## src/rtl/jtpopeye_romrq_arb.sv

```systemverilog
// Multi-client SDRAM ROM arbiter: each byte-wide client owns a one-word cache, misses are fetched round-robin as 32-bit pairs.
// Hits answer one cycle after addr/cs settle; a miss keeps ok low until its own fill, sdram_req is held until sdram_ack.
module jtpopeye_romrq_arb #(
  parameter int CHANNELS = 4,
  parameter int CH_AW    = 15,
  parameter int SDR_AW   = 22,
  parameter logic [CHANNELS*SDR_AW-1:0] OFFSET = '0
) (
  input  logic                      clk,
  input  logic                      rst,
  input  logic [CHANNELS-1:0]       cs,
  input  logic [CHANNELS*CH_AW-1:0] addr,
  output logic [CHANNELS*8-1:0]     dout,
  output logic [CHANNELS-1:0]       ok,
  input  logic                      downloading,
  input  logic                      loop_rst,
  output logic                      sdram_req,
  output logic [SDR_AW-1:0]         sdram_addr,
  input  logic                      sdram_ack,
  input  logic                      data_rdy,
  input  logic [31:0]               data_read,
  output logic                      refresh_en
);
  localparam int TW  = CH_AW - 2;
  localparam int RRW = (CHANNELS > 1) ? $clog2(CHANNELS) : 1;

  typedef enum logic [1:0] {IDLE, REQ, WAIT} state_t;

  state_t              state_q, state_d;
  logic [CHANNELS-1:0] valid_q, valid_d;
  logic [TW-1:0]       tag_q  [CHANNELS];
  logic [TW-1:0]       tag_d  [CHANNELS];
  logic [31:0]         word_q [CHANNELS];
  logic [31:0]         word_d [CHANNELS];
  logic [7:0]          dout_q [CHANNELS];
  logic [7:0]          dout_d [CHANNELS];
  logic [CHANNELS-1:0] ok_q, ok_d;
  logic [RRW-1:0]      rr_q, rr_d;
  logic [RRW-1:0]      gnt_q, gnt_d;
  logic [TW-1:0]       gtag_q, gtag_d;
  logic                sdram_req_q, sdram_req_d;
  logic [SDR_AW-1:0]   sdram_addr_q, sdram_addr_d;
  logic                refresh_en_q, refresh_en_d;

  logic [CH_AW-1:0]    ch_addr  [CHANNELS];
  logic [SDR_AW-1:0]   req_addr [CHANNELS];
  logic [CHANNELS-1:0] hit, pending;
  logic                flush, fill, found;
  logic [RRW-1:0]      sel;

  function automatic logic [7:0] lane(input logic [31:0] w, input logic [1:0] b);
    case (b)
      2'd0:    lane = w[7:0];
      2'd1:    lane = w[15:8];
      2'd2:    lane = w[23:16];
      default: lane = w[31:24];
    endcase
  endfunction

  // Per-channel lookup; the SDRAM word address wraps modulo 2^SDR_AW.
  always_comb begin
    for (int i = 0; i < CHANNELS; i++) begin
      ch_addr[i]  = addr[i*CH_AW +: CH_AW];
      hit[i]      = valid_q[i] && (tag_q[i] == ch_addr[i][CH_AW-1:2]);
      pending[i]  = cs[i] && !hit[i] && !downloading;
      req_addr[i] = OFFSET[i*SDR_AW +: SDR_AW] + SDR_AW'({ch_addr[i][CH_AW-1:2], 1'b0});
    end
  end

  always_comb begin
    state_d      = state_q;
    valid_d      = valid_q;
    rr_d         = rr_q;
    gnt_d        = gnt_q;
    gtag_d       = gtag_q;
    sdram_req_d  = sdram_req_q;
    sdram_addr_d = sdram_addr_q;
    fill         = 1'b0;
    found        = 1'b0;
    sel          = '0;
    flush        = downloading | loop_rst;
    refresh_en_d = (state_q == IDLE) && (pending == '0) && !flush;
    for (int i = 0; i < CHANNELS; i++) begin
      tag_d[i]  = tag_q[i];
      word_d[i] = word_q[i];
      ok_d[i]   = cs[i] && hit[i] && !flush;
      dout_d[i] = hit[i] ? lane(word_q[i], ch_addr[i][1:0]) : dout_q[i];
    end

    case (state_q)
      IDLE: begin
        // Scan upward from the channel after the last one served.
        for (int k = 1; k <= CHANNELS; k++) begin
          if (!found && pending[RRW'((int'(rr_q) + k) % CHANNELS)]) begin
            found = 1'b1;
            sel   = RRW'((int'(rr_q) + k) % CHANNELS);
          end
        end
        if (found) begin
          gnt_d        = sel;
          gtag_d       = ch_addr[sel][CH_AW-1:2];
          sdram_addr_d = req_addr[sel];
          sdram_req_d  = 1'b1;
          state_d      = REQ;
        end
      end
      REQ: begin
        if (sdram_ack) begin
          sdram_req_d = 1'b0;
          if (data_rdy) begin
            fill    = 1'b1;
            state_d = IDLE;
          end else begin
            state_d = WAIT;
          end
        end
      end
      WAIT: begin
        if (data_rdy) begin
          fill    = 1'b1;
          state_d = IDLE;
        end
      end
      default: state_d = IDLE;
    endcase

    // The fill uses the tag latched at grant time, not the client's current address.
    if (fill) begin
      valid_d[gnt_q] = 1'b1;
      tag_d[gnt_q]   = gtag_q;
      word_d[gnt_q]  = data_read;
      rr_d           = gnt_q;
    end

    if (flush) begin
      valid_d     = '0;
      sdram_req_d = 1'b0;
      state_d     = IDLE;
    end
  end

  always_ff @(posedge clk) begin
    if (rst) begin
      state_q      <= IDLE;
      valid_q      <= '0;
      ok_q         <= '0;
      rr_q         <= '0;
      gnt_q        <= '0;
      gtag_q       <= '0;
      sdram_req_q  <= 1'b0;
      sdram_addr_q <= '0;
      refresh_en_q <= 1'b0;
      for (int i = 0; i < CHANNELS; i++) begin
        tag_q[i]  <= '0;
        word_q[i] <= '0;
        dout_q[i] <= '0;
      end
    end else begin
      state_q      <= state_d;
      valid_q      <= valid_d;
      ok_q         <= ok_d;
      rr_q         <= rr_d;
      gnt_q        <= gnt_d;
      gtag_q       <= gtag_d;
      sdram_req_q  <= sdram_req_d;
      sdram_addr_q <= sdram_addr_d;
      refresh_en_q <= refresh_en_d;
      for (int i = 0; i < CHANNELS; i++) begin
        tag_q[i]  <= tag_d[i];
        word_q[i] <= word_d[i];
        dout_q[i] <= dout_d[i];
      end
    end
  end

  for (genvar g = 0; g < CHANNELS; g++) begin : g_dout
    assign dout[g*8 +: 8] = dout_q[g];
  end

  assign ok         = ok_q;
  assign sdram_req  = sdram_req_q;
  assign sdram_addr = sdram_addr_q;
  assign refresh_en = refresh_en_q;

endmodule

```

## config.mk

```make
export PLATFORM = sky130hd
export DESIGN_NAME = jtpopeye_romrq_arb
export DESIGN_NICKNAME = d
export VERILOG_FILES = /design/src/rtl/jtpopeye_romrq_arb.sv
export SDC_FILE = /design/constraint.sdc
export NUM_CORES = 1
export LEC_CHECK = 0
export CAP_MARGIN = 0
export CORE_ASPECT_RATIO = 2
export CORE_MARGIN = 2
export CORE_UTILIZATION = 55
export CTS_CLUSTER_SIZE = 40
export DETAILED_ROUTE_END_ITERATION = 7
export MAX_ROUTING_LAYER = met4
export PLACE_DENSITY_LB_ADDON = 0.08
export SLEW_MARGIN = 0
export SYNTH_ARGS = -nofsm -noshare
export SYNTH_HDL_FRONTEND = slang
export SYNTH_SLANG_ARGS = --single-unit
```

## constraint.sdc

```tcl
create_clock -name clk -period 4.37 [get_ports clk]
set_input_delay 0.874 -clock clk [delete_from_list [all_inputs] [get_ports clk]]
set_output_delay 0.874 -clock clk [all_outputs]
set_load 0.02 [all_outputs]
```

==> flow_results.org <==
** Detailed routing
- After the first detailed-routing iteration, the DRC count stood at approximately 510.
- Dividing the detail-routed via count by the number of cells gives between 5 and 6.
- ANT nets after route :: 0
- The first detailed-routing pass ran for 5 iterations.
- For this run, design rule violations remaining after detail routing come to 0.
- Overall via count from detail_route :: between 9000 and 10000
- Wire length reported by the detailed router :: ~33000 um
- Dividing the detail-routed wire length by the instance count gives roughly 21 um.

** Timing
- Setup violation total in the final timing report :: 0
- Setup repair after global routing left no endpoint under its margin.
- Aggregate negative setup slack :: 0 ps
- For the finished layout, the period the worst path requires is ~3600 ps.
- On the final layout, the worst clock skew is between 10 and 15 ps.
- The final hold violation count came to 0.
- Worst Max-Slew Pin Slew :: around 1100 ps
- Dividing the final minimum period by the clock period gives a little over four fifths.
- Relative max-transition margin :: a little over a quarter
- Derived from the worst setup path, the maximum achievable clock frequency is 275 MHz.
- Final Max Tran Viols :: 0

** Clock network
- The cell sitting at the root of the clock tree is a sky130_fd_sc_hd__clkbuf_16.
- Clock transition at the registers of the reported paths :: about 70 ps
- Counting along the longest clock path gives a buffer depth of 3.
- Hold repair after CTS inserted 0 buffers.
- TritonCTS built the clock tree.
- Clock Sink Count :: ~240
- The number of gates resized after CTS was 0.
- Maximum level of the CTS H-tree :: 1
- The number of setup buffers added after CTS is 0.
- Counting the buffers created by CTS gives 22.
- Clock latency at the later pin of the worst-skew pair :: approximately 500 ps

** Synthesis
- Counting distinct cell types in the post-synthesis netlist gives 49.
- Counting flops with a built-in enable in the synthesized netlist gives 0.
- Flip-flop cell with the highest count after synthesis :: sky130_fd_sc_hd__dfxtp_1
- Summing every instance area after synthesis gives 10400 um2.
- The share of the Yosys chip area taken by registers is a little under half.
- Synthesis handed over a netlist of about 1200 instances.
- Post-Syn Area per Cell :: about 8.6 um2
- In the synthesized netlist the async set-or-reset flop fraction comes to 0%.
- Number of synthesis warnings :: 0
- Flops & latches, synth :: approximately 240

** Setup path
- CP Data Arrival Time :: between 4000 and 5000 ps
- Of all nets on the critical path, the largest fanout is 13.
- The critical path is of the in -> reg type.
- For the worst setup path, the data required time is 4770 ps.
- Buf+Inv Stages, Crit Path :: 1
- For this design, the slowest cell found on the critical path is sky130_fd_sc_hd__or4_1.
- Cell-by-cell listing of the critical path :: clkdlybuf4s50_1 -> xnor2_1 -> nand4_1 -> or4_1 -> a2111oi_4 -> o32a_2 -> o2111ai_2 -> o221ai_1
- Sort of element at the start of the critical path :: input port
- STA classifies the critical path endpoint as a flip-flop.
- The cell family contributing the most delay on the critical path is compound AO/OA/AOI/OAI gates.
- In this run the register-to-register setup slack is 1250 ps.
- For this run, the slowest stage of the critical path takes 810 ps.

** Placement
- Total half-perimeter wirelength after legalization and detailed placement :: between 20000 and 25000 um
- In this run the tool buffered the top-level ports with approximately 150 buffer cells.
- Routability cong. :: slightly above 1

** Final layout
- Area Overhead vs Synth :: 23.8%
- Summing all multi-input logic gate instances after layout gives ~5200 um2.
- The repair_antennas step left the layout with diodes totalling 0.
- Footprint of the flip-flops and latches :: a little under 5000 um2
- Net total in the final layout :: 1422
- The layout has ~1500 filler cells.
- Layout cell share with drive strength beyond 1 :: under 10%

** Hold path
- The worst hold path belongs to the class reg -> reg.

** Flow run
- The tool flagged a number of max-cap violations equal to 0.

** Power and ir drop
- Combinational Power Share :: 8.5%
- For this design the total switching power over the nets is around 1.1 mW.
- Cell internal power was estimated by the tool at roughly 3.8 mW.
- Pwr Density :: approximately 380 nW/um2
- Overall power consumption :: roughly 4.9 mW
- Sw Share :: 22.6%
- The share of total power dissipated in sequential elements is a little under half.
- The clock network accounts for a little under half of the total power.
- Worst vdd rail ir drop :: approximately 0.35 mV
- Leak pwr :: just over 4 nW

** Floorplanning
- From bottom edge to top edge, the die measures 198 um.
- The initial utilization of the core area, before any placement, comes to 55.6%.
- I/O pin count :: between 150 and 200
- Width of the die :: 101 um
- The initialized floorplan defines 71 standard-cell rows.
- The die covers roughly 20000 um2.
- The core region is roughly 19000 um2.

** Global route
- The via count of the first global-routing pass is roughly 8800.
- Global routing usage summed across all routing layers :: around 33%
- GRT overflow :: 0
- Entering global routing, the biggest net connects approximately 120 pins.
- Global-route wire length before repair :: 49000 um
- The initial antenna violation count came to 0.

** Status
- The flow ran to the end, and the final reports show no timing, DRC or antenna violations.
stage by stage:
| step | hold slack, ps | setup slack, ps | cell area [um2] | std cells | utilization, % |
|---|---|---|---|---|---|
| after floorplan | 433 | 1410 | 10400 | 1214 | - |
| after global placement | 437 | 330 | 12000 | 1512 | 64.3 |
| after detailed placement | 444 | 285 | 12000 | 1512 | 64.3 |
| after CTS | 453 | 760 | 12800 | 1551 | 68.9 |
| after global routing | 473 | 610 | 12800 | 1551 | 68.9 |
| final | 448 | 732 | 12800 | 1551 | 68.9 |
registers in the layout, summed over array words and instances (netlist names):
| name | cells |
|---|---|
| gnt_q | 2 |
| word_q | 128 |
| sdram_req | 1 |
| tag_q | 52 |
| rr_q | 2 |
| valid_q | 4 |
| gtag_q | 13 |
| state_q | 2 |
| dout_q | 32 |
| refresh_en | 1 |
| ok | 4 |
worst min-delay path: cells and delay by family (launching register included):
family,cells,cell delay [ps]
simple gates,1,50
flops,1,310
compound gates,1,50
power groups by stage:
| stage | clock network, mW | logic [mW] | registers (mW) |
|---|---|---|---|
| after floorplan | 0 | 0.186 | 2.30 |
| after global placement | 0 | 0.415 | 2.32 |
| after detailed placement | 0 | 0.414 | 2.31 |
| after CTS | 2.26 | 0.416 | 2.26 |
| after global routing | 2.35 | 0.436 | 2.27 |
| final | 2.23 | 0.420 | 2.27 |
final cells by class:
cell class / instances / share of cell area (%)
Clock inverter: 8 / 1.48
Clock buffer: 31 / 5.18
Inverter: 7 / 0.205
Multi-Input combinational cell: 875 / 40.4
Sequential cell: 241 / 37.6
Tap cell: 219 / 2.13
Timing Repair Buffer: 170 / 13.0
synth_stat cells (4+ instances only):
cell	instances	share of area [%]
sky130_fd_sc_hd__nor4_1	6	0.36
sky130_fd_sc_hd__clkbuf_1	62	2.2
sky130_fd_sc_hd__buf_4	11	0.80
sky130_fd_sc_hd__a21oi_1	199	9.6
sky130_fd_sc_hd__buf_2	6	0.29
sky130_fd_sc_hd__nand3_1	14	0.67
sky130_fd_sc_hd__o221ai_2	11	1.6
sky130_fd_sc_hd__nand4_1	24	1.4
sky130_fd_sc_hd__mux2i_1	45	4.3
sky130_fd_sc_hd__and3_1	6	0.36
sky130_fd_sc_hd__buf_1	9	0.33
sky130_fd_sc_hd__nand2_1	406	15
sky130_fd_sc_hd__xnor2_1	52	4.4
sky130_fd_sc_hd__o21a_1	4	0.29
sky130_fd_sc_hd__mux4_2	32	6.9
sky130_fd_sc_hd__dfxtp_1	241	46
sky130_fd_sc_hd__inv_1	7	0.25
sky130_fd_sc_hd__nor2_1	24	0.87
layer usage:
metal | global-route usage [%] | vias to the layer above | part of all wire, % | wire length [um]
met4 | 24.4 | 0 | 8.9 | 2910
met3 | 3.95 | 126 | 5.4 | 1750
met1 | 34.7 | 4252 | 34 | 11200
met5 | - | - | 0 | 0
li1 | - | 4306 | - | -
met2 | 56.6 | 348 | 51 | 16700
final timing paths:
path | from | end | cells after the start
setup / recovery | addr[4] | gtag_q[0]$_SDFFE_PP0P_ | 8
hold / removal | dout_q[0][3]$_SDFFE_PP0P_ | dout_q[0][3]$_SDFFE_PP0P_ | 2
setup reg to reg | tag_q[0][2]$_SDFFE_PP0P_ | gtag_q[0]$_SDFFE_PP0P_ | 7
hold reg to reg | dout_q[0][3]$_SDFFE_PP0P_ | dout_q[0][3]$_SDFFE_PP0P_ | 2
layout by cell type, fill, tap and decap left out, types with 3 or more instances in the layout:
cell                              netlist  final
sky130_fd_sc_hd__nand2_1              406    406
sky130_fd_sc_hd__dfxtp_1              241    241
sky130_fd_sc_hd__a21oi_1              199    199
sky130_fd_sc_hd__clkdlybuf4s50_1        0    151
sky130_fd_sc_hd__xnor2_1               52     52
sky130_fd_sc_hd__mux2i_1               45     45
sky130_fd_sc_hd__mux4_2                32     32
sky130_fd_sc_hd__nand4_1               24     24
sky130_fd_sc_hd__nor2_1                24     23
sky130_fd_sc_hd__clkbuf_16              0     23
sky130_fd_sc_hd__buf_4                 11     17
sky130_fd_sc_hd__nand3_1               14     14
sky130_fd_sc_hd__o221ai_2              11     11
sky130_fd_sc_hd__conb_1                 1      9
sky130_fd_sc_hd__inv_1                  7      7
sky130_fd_sc_hd__and3_1                 6      6
sky130_fd_sc_hd__clkbuf_8               0      6
sky130_fd_sc_hd__bufinv_16              0      6
sky130_fd_sc_hd__o21a_1                 4      4
sky130_fd_sc_hd__nor4_2                 0      3
sky130_fd_sc_hd__or4_1                  3      3
sky130_fd_sc_hd__nand2b_1               3      3
sky130_fd_sc_hd__o22ai_1                3      3
sky130_fd_sc_hd__nor4_1                 6      3
sky130_fd_sc_hd__ha_1                   3      3
cells by family (layout without fill, tap and decap cells):
| kind of cell | Yosys count | in the layout | synth area share, % |
|---|---|---|---|
| and+or+nand+nor | 496 | 496 | 19.8 |
| buffers and inverters | 98 | 216 | 4.19 |
| xor gates and xnor gates | 52 | 52 | 4.39 |
| other | 1 | 9 | 0.0361 |
| adders and majority gates | 3 | 3 | 0.362 |
| DFF | 241 | 241 | 46.5 |
| AOI/OAI and AO/OA | 238 | 238 | 13.5 |
| muxes | 77 | 77 | 11.3 |
Note: power is estimated with default switching activity, not from simulation.
